**src/rtl/sound_play_ctrl.sv**
```systemverilog
`default_nettype none
// ============================================================================
// Module   : sound_play_ctrl
// Brief    : Audio playback sequencer. Walks a sample-ROM address through a
//            latched [start, end] window at one sample every DIV_N clocks,
//            captures each ROM word with a one-cycle valid strobe and drives
//            the PWM audio enable. Play / pause / stop are edge-triggered.
// Revision : 1.0 - initial release
// ============================================================================
module sound_play_ctrl #(
    parameter int ADDR_W = 16,
    parameter int DATA_W = 32,
    parameter int DIV_W  = 11,
    parameter int DIV_N  = 1024
) (
    input  logic              clk,
    input  logic              rstn,
    input  logic              play_i,
    input  logic              pause_i,
    input  logic              stop_i,
    input  logic              loop_i,
    input  logic [ADDR_W-1:0] start_addr_i,
    input  logic [ADDR_W-1:0] end_addr_i,
    output logic [ADDR_W-1:0] rom_addr_o,
    input  logic [DATA_W-1:0] rom_data_i,
    output logic [DATA_W-1:0] sample_o,
    output logic              sample_vld_o,
    output logic              aud_en_o,
    output logic              busy_o,
    output logic              done_o,
    output logic              cfg_err_o,
    output logic [1:0]        state_o
);

    // Divider value on the last clock of each sample period
    localparam logic [DIV_W-1:0] C_DIV_LAST = DIV_W'(DIV_N - 1);

    typedef enum logic [1:0] {
        S_IDLE  = 2'd0,
        S_PLAY  = 2'd1,
        S_PAUSE = 2'd2,
        S_DONE  = 2'd3
    } state_t;

    state_t              r_state;
    logic [ADDR_W-1:0]   r_addr;
    logic [ADDR_W-1:0]   r_start;
    logic [ADDR_W-1:0]   r_end;
    logic [DATA_W-1:0]   r_sample;
    logic [DIV_W-1:0]    r_div;
    logic                r_vld;
    logic                r_aud_en;
    logic                r_busy;
    logic                r_done;
    logic                r_cfg_err;

    logic                r_play_d;
    logic                r_pause_d;
    logic                r_stop_d;
    logic                r_play_edge;
    logic                r_pause_edge;
    logic                r_stop_edge;

    logic                w_tick;
    logic                w_at_end;

    assign w_tick   = (r_state == S_PLAY) && (r_div == C_DIV_LAST);
    assign w_at_end = (r_addr == r_end);

    // Rising-edge detection of the command levels; the delayed copies reset
    // high so a level held through reset release never looks like an edge.
    always_ff @(posedge clk or negedge rstn) begin
        if (!rstn) begin
            r_play_d     <= 1'b1;
            r_pause_d    <= 1'b1;
            r_stop_d     <= 1'b1;
            r_play_edge  <= 1'b0;
            r_pause_edge <= 1'b0;
            r_stop_edge  <= 1'b0;
        end else begin
            r_play_d     <= play_i;
            r_pause_d    <= pause_i;
            r_stop_d     <= stop_i;
            r_play_edge  <= play_i  & ~r_play_d;
            r_pause_edge <= pause_i & ~r_pause_d;
            r_stop_edge  <= stop_i  & ~r_stop_d;
        end
    end

    // Playback FSM with divider, address stepping and registered outputs
    always_ff @(posedge clk or negedge rstn) begin
        if (!rstn) begin
            r_state   <= S_IDLE;
            r_addr    <= '0;
            r_start   <= '0;
            r_end     <= '0;
            r_sample  <= '0;
            r_div     <= '0;
            r_vld     <= 1'b0;
            r_aud_en  <= 1'b0;
            r_busy    <= 1'b0;
            r_done    <= 1'b0;
            r_cfg_err <= 1'b0;
        end else begin
            r_vld     <= 1'b0;
            r_done    <= 1'b0;
            r_cfg_err <= 1'b0;
            case (r_state)
                S_IDLE: begin
                    if (r_play_edge) begin
                        if (start_addr_i <= end_addr_i) begin
                            r_start  <= start_addr_i;
                            r_end    <= end_addr_i;
                            r_addr   <= start_addr_i;
                            r_div    <= '0;
                            r_state  <= S_PLAY;
                            r_aud_en <= 1'b1;
                            r_busy   <= 1'b1;
                        end else begin
                            r_cfg_err <= 1'b1;
                        end
                    end
                end
                S_PLAY: begin
                    // A tick always completes, even if a command lands on it
                    if (w_tick) begin
                        r_sample <= rom_data_i;
                        r_vld    <= 1'b1;
                        r_div    <= '0;
                        if (!w_at_end) begin
                            r_addr <= r_addr + 1'b1;
                        end else if (loop_i) begin
                            r_addr <= r_start;
                        end
                    end else if (!r_pause_edge) begin
                        // Freeze on the pause cycle so resume keeps the phase
                        r_div <= r_div + 1'b1;
                    end

                    if (r_stop_edge) begin
                        r_state  <= S_IDLE;
                        r_aud_en <= 1'b0;
                        r_busy   <= 1'b0;
                    end else if (w_tick && w_at_end && !loop_i) begin
                        r_state  <= S_DONE;
                        r_aud_en <= 1'b0;
                        r_busy   <= 1'b0;
                        r_done   <= 1'b1;
                    end else if (r_pause_edge) begin
                        r_state  <= S_PAUSE;
                        r_aud_en <= 1'b0;
                    end
                end
                S_PAUSE: begin
                    if (r_stop_edge) begin
                        r_state <= S_IDLE;
                        r_busy  <= 1'b0;
                    end else if (r_play_edge) begin
                        r_state  <= S_PLAY;
                        r_aud_en <= 1'b1;
                    end
                end
                S_DONE: begin
                    r_state <= S_IDLE;
                end
                default: begin
                    r_state  <= S_IDLE;
                    r_aud_en <= 1'b0;
                    r_busy   <= 1'b0;
                end
            endcase
        end
    end

    assign rom_addr_o   = r_addr;
    assign sample_o     = r_sample;
    assign sample_vld_o = r_vld;
    assign aud_en_o     = r_aud_en;
    assign busy_o       = r_busy;
    assign done_o       = r_done;
    assign cfg_err_o    = r_cfg_err;
    assign state_o      = r_state;

endmodule
`default_nettype wire

```
**config.mk**
```make
export PLATFORM = sky130hd
export DESIGN_NAME = sound_play_ctrl
export DESIGN_NICKNAME = d
export VERILOG_FILES = /design/src/rtl/sound_play_ctrl.sv
export SDC_FILE = /design/constraint.sdc
export NUM_CORES = 1
export LEC_CHECK = 0
export CAP_MARGIN = 0
export CORE_ASPECT_RATIO = 1.1
export CORE_MARGIN = 4
export CORE_UTILIZATION = 50
export CTS_BUF_LIST = sky130_fd_sc_hd__clkbuf_8
export CTS_CLUSTER_SIZE = 10
export DETAILED_ROUTE_END_ITERATION = 10
export PLACE_DENSITY = 0.83
export SYNTH_ARGS = -nofsm -noshare
export SYNTH_HDL_FRONTEND = slang
export SYNTH_SLANG_ARGS = --single-unit
```
**constraint.sdc**
```tcl
create_clock -name clk -period 4.45 [get_ports clk]
set_input_delay 0.89 -clock clk [delete_from_list [all_inputs] [get_ports clk]]
set_output_delay 0.89 -clock clk [all_outputs]
set_load 0.02 [all_outputs]
```
==> results.cfg <==
[status]
status = completed

[worst_setup_path]
setup.worst_path.end_class = flip-flop
crit_buf_inv = 2
r2r-start = r_div[0]$_DFFE_PN0P_
critPathSlowestCell = clkdlybuf4s50_1
cp_data_required_time_ns = 4.70
rrSetupSlack_ns = 1.55
cp-start-kind = primary input
cp_cell_sequence = clkdlybuf4s50_1 -> ha_1 -> a41oi_1 -> o21ai_1 -> a221oi_2 -> a21boi_2 -> a211oi_4 -> buf_4 -> mux2_2
reg2reg_to = rom_addr_o[15]$_DFFE_PN0P_
ff2ff_path_depth = 10
slowest_delay_ns = 0.48
path_class = in -> reg
cp.arrival_ns = 3.61
crit_family = compound AO/OA/AOI/OAI gates
worstPathMaxFanout = 16
critPathLaunch = start_addr_i[11]

[clocking]
cts_buffers = 9
ctsResizeCount = 0
htree_levels = 3
clock_sinks = 104
cts_root_buffer = clkbuf_8
clk_latency_ns = 0.36
cts_tree = done
cts_buffer_depth = 2
postCtsHoldBufs = 0
clk_pin_slew_worst_paths_ns = 0.09
post-cts-setup-buffers = 0

[sta]
worst_pin_slew_ns = 0.813
slew_viol_final = 0
setup_tns_ns = 0
rsz0062_at_grt = no
slew_headroom_pct = 45.7
skew_ns = 0.0129
setup_viol = 0
fmax_mhz = 298
period_share_pct = 75.5
hold_viol = 0
layout_min_cycle_time_ns = 3.36

[yosys]
synth_ff_type = dfrtp_1
yosys.area.top_type_share_pct = 45.8
ys_seq_area_share_pct = 47.2
synth.distinct_cells = 59
syn-cell-area_um2 = 5520
postSynth.asyncResetShare_pct = 100
syn-mean-instance-area_um2 = 10.1
yosys.area.top_type = dfrtp_1
synth_edf_count = 0
syn_nets = 639
syn_inst = 547
synth_top_cells_by_area = dfrtp_1 46%, nand2_1 8.9%, mux2_2 7.5%
ys_ff_latch = 104
ys.warnings.count = 0

[layout]
diodes = 0
mostFrequentLayoutCell = nand2_1
multiInputGateArea_um2 = 2700
drive_gt1_share_pct = 11.9
layout.nets = 760
nFillCells = 879
stdcell_area_um2 = 7100
post-route-util_pct = 65.4
final-seq-area_um2 = 2610
syn_to_final_growth_pct = 28.5
final_cell_mix = 131 x nand2_1, 123 x clkdlybuf4s50_1, 101 x dfrtp_1

[hold_path]
hold_class = reg -> reg
hold_path_end = sample_o[4]$_DFFE_PN0P_
min-delay-start = sample_o[4]$_DFFE_PN0P_
whs_path_depth = 2

[grt]
grt_pass1_wl_um = 24200
grt_max_degree = 41
first_global_vias = 4868
grtUsageTotal_pct = 23.7
overflow = 0
antenna_found_initial = 0

[routing]
wl_um = 14400
vias_per_cell = 5.55
ant_nets = 0
dr.pass1.iters = 5
drtIter0Drc = 224
num_vias = 4551
drc = 0
wl_per_cell_um = 17.6

[run]
maxCapViolCount = 0

[placed_design]
place_hpwl_um = 10700
gp_congestion = 0.856
placed_area_um2 = 6900
port_buffers = 124

[power_and_ir_drop]
p_int_mw = 2.24
seqPwrFrac_pct = 41.1
swShare_pct = 38.5
finalPower_mw = 3.64
power_density_nw_per_um2 = 512
clkPwrFrac_pct = 16.4
p_switching_mw = 1.40
peakVddDrop_mv = 0.197
power_frac_comb_pct = 42.5
power_leakage_nw = 3.14

[floorplanning]
rows = 40
core_area_um2 = 10900
start_util_pct = 50.9
die-height_um = 118
die_area_um2 = 12800
die_w_um = 108
ios = 125
how the worst max path moves through the flow:
stage	endpoint	slack (ns)	cells past startpoint
final	rom_addr_o[15]$_DFFE_PN0P_	1.09	9
after CTS	rom_addr_o[15]$_DFFE_PN0P_	1.16	10
after global routing	rom_addr_o[15]$_DFFE_PN0P_	0.94	10
after floorplan	rom_addr_o[14]$_DFFE_PN0P_	1.49	9
after global placement	rom_addr_o[7]$_DFFE_PN0P_	0.88	10
after detailed placement	rom_addr_o[15]$_DFFE_PN0P_	0.80	10
kinds of logic (layout without fill, tap and decap cells):
kind of cell	Yosys count	in the layout	share of synthesized area, %
AND/OR/NAND/NOR	212	212	18.1
flip-flops	104	104	47.2
AO/OA/AOI/OAI	72	72	9.90
multiplexers	56	56	11.1
buffers and inverters	51	177	3.92
XOR/XNOR	30	30	4.76
adder cells (fa/ha/maj)	22	22	4.98
final cells by class:
class                           instances  share of cell area, %
Sequential cell                       104                   36.7
Timing Repair Buffer                  131                   18.2
Clock inverter                          5                  0.670
Inverter                               30                   1.60
Multi-Input combinational cell        392                   38.1
Tap cell                              147                   2.59
Clock buffer                           11                   2.13
cells in the mapped netlist (3+ instances only):
cell	count
clkbuf_1	14
nor3b_1	3
dfstp_2	3
o211ai_1	5
a22o_1	4
nor2_1	11
xor2_1	19
nand3_1	6
o21a_1	4
a221o_1	7
nor3_1	9
dfrtp_1	101
xnor2_1	11
and3_1	10
ha_1	22
o221ai_1	3
mux2i_1	12
mux2_1	7
nor2b_1	8
inv_1	28
mux2_2	37
o21ai_0	14
o31ai_1	7
a21oi_1	11
nand2_1	131
buf_2	4
nor4_1	7
nand4_1	12
registers in the layout, summed over array words and instances, names as in the netlist, 2 cells and up:
register	flops
sample_o	32
rom_addr_o	16
r_start	16
state_o	2
r_end	16
r_div	11
power groups by stage:
stage,Clock (mW),Sequential (mW),Combinational (mW)
2_1_floorplan,0,1.52,0.948
3_3_place_gp,0,1.49,1.47
3_5_place_dp,0,1.51,1.55
4_1_cts,0.612,1.49,1.55
5_1_grt,0.656,1.53,1.68
6_report,0.596,1.49,1.54
stage by stage:
step / setup slack, ns / instances / hold slack (ns)
floorplan: 1.49 / 547 / 0.464
global placement: 0.876 / 804 / 0.457
detailed placement: 0.796 / 804 / 0.461
CTS: 1.16 / 820 / 0.485
global route: 0.937 / 820 / 0.505
finish: 1.09 / 820 / 0.479
per-layer routing:
metal | track usage, % | part of all wire [%] | wire (um) | up-vias
met2 | 38.7 | 49 | 7020 | 183
met3 | 7.05 | 8.1 | 1170 | 16
li1 | - | - | - | 2138
met1 | 29.7 | 42 | 5980 | 2214
met4 | 8.68 | 1.6 | 227 | 0
met5 | 0 | 0 | 0 | -
worst register-to-register path, delay by kind of cell (launching register included):
family	cells	cell delay, ns
flops	1	0.41
simple gates	3	0.44
fa+ha+maj	1	0.24
mux	1	0.37
compound gates	2	0.39
buf+inv	3	0.94
Power figures use the tool's default switching activity.
